<file path="src/rtl/scoreboard_register_file.sv">
// Register file with per-register pending-write scoreboard; 2 comb read ports, 1 sync write port.
// Latency: reads 0 cycles, writes/issues visible next cycle (same cycle with REGFILE_BYPASS_EN).
// Backpressure: stall_o asserted while a source operand awaits writeback; optional macro REGFILE_BYPASS_EN.
module scoreboard_register_file #(
    parameter int DATA_WIDTH = 16,
    parameter int ADDR_WIDTH = 2,
    parameter int ZERO_REG   = 0
) (
    input  logic                  clk_i,
    input  logic                  rst_i,
    input  logic [ADDR_WIDTH-1:0] rs_i,
    input  logic [ADDR_WIDTH-1:0] rt_i,
    output logic [DATA_WIDTH-1:0] read_rs_o,
    output logic [DATA_WIDTH-1:0] read_rt_o,
    input  logic                  reg_write_i,
    input  logic [ADDR_WIDTH-1:0] rd_i,
    input  logic [DATA_WIDTH-1:0] write_data_i,
    input  logic                  issue_vld_i,
    input  logic [ADDR_WIDTH-1:0] issue_rd_i,
    output logic                  rs_busy_o,
    output logic                  rt_busy_o,
    output logic                  stall_o,
    output logic [ADDR_WIDTH:0]   pending_count_o
);

    localparam int DEPTH = 1 << ADDR_WIDTH;

    logic [DATA_WIDTH-1:0] regs_q [DEPTH];
    logic [DATA_WIDTH-1:0] regs_d [DEPTH];
    logic [DEPTH-1:0]      pend_q;
    logic [DEPTH-1:0]      pend_d;

    logic wr_ok;
    logic iss_ok;
    logic rs_zero;
    logic rt_zero;
    logic rs_byp;
    logic rt_byp;

    assign wr_ok   = reg_write_i && !((ZERO_REG != 0) && (rd_i == '0));
    assign iss_ok  = issue_vld_i && !((ZERO_REG != 0) && (issue_rd_i == '0));
    assign rs_zero = (ZERO_REG != 0) && (rs_i == '0);
    assign rt_zero = (ZERO_REG != 0) && (rt_i == '0);

`ifdef REGFILE_BYPASS_EN
    assign rs_byp = reg_write_i && !rst_i && (rd_i == rs_i);
    assign rt_byp = reg_write_i && !rst_i && (rd_i == rt_i);
`else
    assign rs_byp = 1'b0;
    assign rt_byp = 1'b0;
`endif

    // Issue is applied after the write so a same-cycle newer producer keeps the register pending.
    always_comb begin
        regs_d = regs_q;
        pend_d = pend_q;
        if (wr_ok) begin
            regs_d[rd_i] = write_data_i;
            pend_d[rd_i] = 1'b0;
        end
        if (iss_ok) begin
            pend_d[issue_rd_i] = 1'b1;
        end
    end

    always_ff @(posedge clk_i) begin
        if (rst_i) begin
            for (int i = 0; i < DEPTH; i++) begin
                regs_q[i] <= '0;
            end
            pend_q <= '0;
        end else begin
            regs_q <= regs_d;
            pend_q <= pend_d;
        end
    end

    always_comb begin
        read_rs_o = regs_q[rs_i];
        read_rt_o = regs_q[rt_i];
        rs_busy_o = pend_q[rs_i];
        rt_busy_o = pend_q[rt_i];
        if (rs_byp) begin
            read_rs_o = write_data_i;
            rs_busy_o = 1'b0;
        end
        if (rt_byp) begin
            read_rt_o = write_data_i;
            rt_busy_o = 1'b0;
        end
        if (rs_zero) begin
            read_rs_o = '0;
            rs_busy_o = 1'b0;
        end
        if (rt_zero) begin
            read_rt_o = '0;
            rt_busy_o = 1'b0;
        end
    end

    assign stall_o = rs_busy_o | rt_busy_o;

    always_comb begin
        pending_count_o = '0;
        for (int i = 0; i < DEPTH; i++) begin
            pending_count_o = pending_count_o + {{ADDR_WIDTH{1'b0}}, pend_q[i]};
        end
    end

endmodule
</file>
<file path="config.mk">
export PLATFORM = sky130hd
export DESIGN_NAME = scoreboard_register_file
export DESIGN_NICKNAME = d
export VERILOG_FILES = /design/src/rtl/scoreboard_register_file.sv
export SDC_FILE = /design/constraint.sdc
export NUM_CORES = 1
export LEC_CHECK = 0
export CAP_MARGIN = 20
export CORE_ASPECT_RATIO = 0.75
export CORE_MARGIN = 5
export CORE_UTILIZATION = 32
export CTS_CLUSTER_DIAMETER = 30
export CTS_CLUSTER_SIZE = 14
export DETAILED_ROUTE_END_ITERATION = 6
export PLACE_DENSITY = 0.52
export SLEW_MARGIN = 0
export SYNTH_ARGS = -nofsm -noshare
export SYNTH_HDL_FRONTEND = slang
export SYNTH_SLANG_ARGS = --single-unit
</file>
<file path="constraint.sdc">
create_clock -name clk_i -period 1.4 [get_ports clk_i]
set_input_delay 0.14 -clock clk_i [delete_from_list [all_inputs] [get_ports clk_i]]
set_output_delay 0.14 -clock clk_i [all_outputs]
set_load 0.02 [all_outputs]
</file>
==> results.md <==
* Worst path max stage delay at 0.54 ns
* Number of H-tree levels at 3
* Worst-case register-to-register setup slack at just over 0.6 ns
* Total congestion overflow at 0
* Outcome: finished with violations
* Port Buffers at between 60 and 70
* Power per Cell Area at 1070 mW/mm2
* Via count of the first global-routing pass at approximately 2900
* Critical Path Source Type: flop
* CTS clock-pin slew for the worst setup and hold paths at 0.05 ns
* Yosys warnings at 0
* DRT Wirelength at 10100 um
* Worst Hold Slack at 0.272 ns
* Seq/Total Area, Yosys at between 40% and 50%
* FF-to-FF path depth at 3
* Placer Congestion at about 0.76
* Req. time, crit path at 1.26 ns
* Number of standard cells after synthesis at around 350
* Number of nets in the final layout at 471
* Initial core utilization at 32.5%
* Count of cell instances traversed by the critical path at 6
* Crit Reg-Reg Startpoint: pend_q[3]
* Gate family responsible for the most delay along the worst path: adder cells
* Number of fill cells in the layout at 987
* Capture point of the worst reg-to-reg path: pend_q[3]
* CP Cell Sequence: inv_2 -> fa_1 -> inv_2 -> ha_4 -> ha_4 -> buf_6
* Final HPWL from detailed placement at around 6700 um
* GRT Util Overall at 16.6%
* Transition at the pin with the smallest max-transition slack at 0.314 ns
* Total power at 5.15 mW
* Capturing element type of the critical path: output port
* Crit path arrival time at 1.79 ns
* Die Outline Area at 0.0125 mm2
* Pin count of the biggest net entering global routing at between 60 and 70
* Slowest cell on the critical path: fa_1
* Mean instance size in the synthesized netlist at 9.41 um2
* Sequential cell area in the final layout at 0.00140 mm2
* DR pass1 iterations at 4
* Violations in the final reports: setup timing
* Max Buffers Root-to-Sink at 2
* Setup repair after global routing missed its margin: yes
* Slew margin rel. at about four fifths
* Number of clock buffers inserted by TritonCTS at 9
* Insertion delay to the later sink of the worst-skew pair at approximately 0.32 ns
* Wire length of the first global-routing pass at 16000 um
* Switching Fraction at between 20% and 30%
* Cell types with the largest area share after synthesis: dfxtp_1 (41%), mux4_2 (20%), nand2_1 (15%)
* NetSw at between 1 and 1.5 mW
* Worst setup slack after placement at -0.782 ns
* Standard-cell row count at 32
* Count of pins on the block boundary at 66
* Peak fanout along the critical path at 2
* Final Skew at 0 ns
* Hold Fails Final Rpt at 0
* Proportion of layout cells with a drive suffix above 1 at 38.2%
* Proportion of power drawn by flip-flops and latches at 39.9%
* Internal portion of total power at between 3 and 4 mW
* Part of the power in combinational logic at between 10% and 20%
* Share of the clock period used by the worst path after layout at 138%
* Yosys top cell by area: dfxtp_1
* Worst Slack Setup Final at -0.530 ns
* Worst Hold Path EP: regs_q[33]
* Post-synthesis instance area at 0.00332 mm2
* Number of antenna violations at the first check in global routing at 0
* Distinct cells, synth at 25
* Static leakage power at roughly 1.8 nW
* Post-detailed-route via-to-cell ratio at between 5 and 6
* Min-delay worst type: primary input to flop
* DR vias at 2911
* Number of sinks driven by the clock tree at 68
* Portion of synthesized cell area occupied by the leading cell type at 41.0%
* Vert. Die Dim at 98.2 um
* Buffers & Inverters on Critical Path at 3
* Max VDD drop at 0.567 mV
* Clock tree root driver cell: clkbuf_16
* Setup Viol. Count Final at 38
* Antenna violation net count after detailed routing at 0
* Worst hold start: rst_i
* Count of antenna diodes in the layout at 0
* Highest clock frequency the design can meet at approximately 520 MHz
* Clock power share at between 40% and 50%
* Avg WL per Cell at about 17 um
* Post-Syn Nets at 384
* Initial detailed-routing violation count at 217
* Area of combinational cells with multiple inputs at approximately 0.0018 mm2
* Core Region at 0.0102 mm2
* Final core utilization at 47.0%
* Max-cap violation count at 0
* Critical path type: flop to output port
* Area growth from synthesis to layout at 44.4%
* Time the worst path needs with I/O delays and setup at 1.93 ns
* Final count of pins violating max slew at 0
* Flop and latch count out of synthesis at 68
* Number of stages on the worst hold path at 3
* Clock tree from TritonCTS: built
* Remaining design rule violation count at 0
* Die Span X at 128 um
-- registers in the layout, summed over array words and instances (netlist names) --
name / cells
regs_q: 64
pend_q: 4
-- per-stage QoR --
| step | TNS (ns) | std cells | cell area [um2] |
|---|---|---|---|
| final | -2.69 | 581 | 4800 |
| after detailed placement | -30.43 | 562 | 4370 |
| after CTS | -3.18 | 581 | 4790 |
| after floorplan | -0.147 | 353 | 3350 |
| after global placement | -29.37 | 562 | 4370 |
| after global routing | -4.06 | 581 | 4800 |
-- per-layer routing --
layer	part of all wire (%)	global-route usage [%]	vias to the layer above	wire (um)
li1	-	-	1399	-
met1	46	22.7	1423	4620
met2	46	25.4	83	4650
met3	7.4	5.80	6	750
met4	0.84	4.08	0	85
met5	0	0	-	0
-- cell usage after synthesis, drive strengths merged --
master  instances
a21oi          66
a32oi           2
and3            1
and3b           2
buf            21
clkbuf         10
dfxtp          68
fa              1
ha              2
inv             6
mux4           34
nand2         129
nand3           1
nand3b          3
nor2            3
nor3b           2
or2             1
or3b            1
-- layout by cell type (no fill, tap or decap), types with 7 or more instances in the layout --
master / netlist / layout
mux4_2: 30 / 34
a21oi_1: 65 / 65
dfxtp_2: 0 / 31
nand2_1: 129 / 129
clkbuf_16: 0 / 9
clkdlybuf4s50_1: 0 / 22
buf_4: 4 / 31
dfxtp_1: 68 / 37
buf_6: 4 / 40
buf_12: 0 / 7
-- cell type report --
cell class	instances	share of cell area (%)
clock buffers	12	5.35
clock inverters	4	0.991
inverters	6	0.469
multi-input cells	248	36.9
flip-flops and latches	68	29.2
well taps	136	3.55
repair buffers	107	23.6
-- power by group through the flow --
stage | logic [mW] | registers [mW] | clock network, mW
after global routing | 0.856 | 2.06 | 2.43
after global placement | 0.750 | 2.09 | 0
final | 0.800 | 2.06 | 2.30
after CTS | 0.808 | 2.05 | 2.34
after floorplan | 0.406 | 2.08 | 0
after detailed placement | 0.754 | 2.09 | 0
-- worst min-delay path, stage by stage --
cell	delay (ns)
buf_2	0.11
buf_12	0.18
a21oi_1	0.13
-- how the worst max path moves through the flow --
| stage | slack, ns | from | to |
|---|---|---|---|
| after floorplan | -0.11 | pend_q[3] | pending_count_o[1] |
| after global placement | -0.78 | rt_i[1] | read_rt_o[0] |
| after detailed placement | -0.78 | rt_i[1] | read_rt_o[3] |
| after CTS | -0.55 | pend_q[3] | pending_count_o[1] |
| after global routing | -0.58 | pend_q[3] | pending_count_o[1] |
| final | -0.53 | pend_q[3] | pending_count_o[1] |
-- cells by family after synthesis --
| kind of cell | after synthesis | share of synthesized area (%) |
|---|---|---|
| AND/OR/NAND/NOR | 143 | 17.5 |
| flip-flops | 68 | 41.0 |
| adder cells (fa/ha/maj) | 3 | 1.36 |
| multiplexers | 34 | 23.5 |
| AO/OA/AOI/OAI | 68 | 10.6 |
| buffers and inverters | 37 | 6.06 |
-- timing repair --
| item | CTS | global route |
|---|---|---|
| endpoints found under the setup margin | 38 | 38 |
| hold buffers | 0 | 0 |
| setup buffers | 1 | 0 |
| cloned | 2 | 0 |
| gates resized for setup | 271 | 7 |
| pin swaps | 1 | 1 |
No activity file was read; power rests on OpenSTA's default activity.
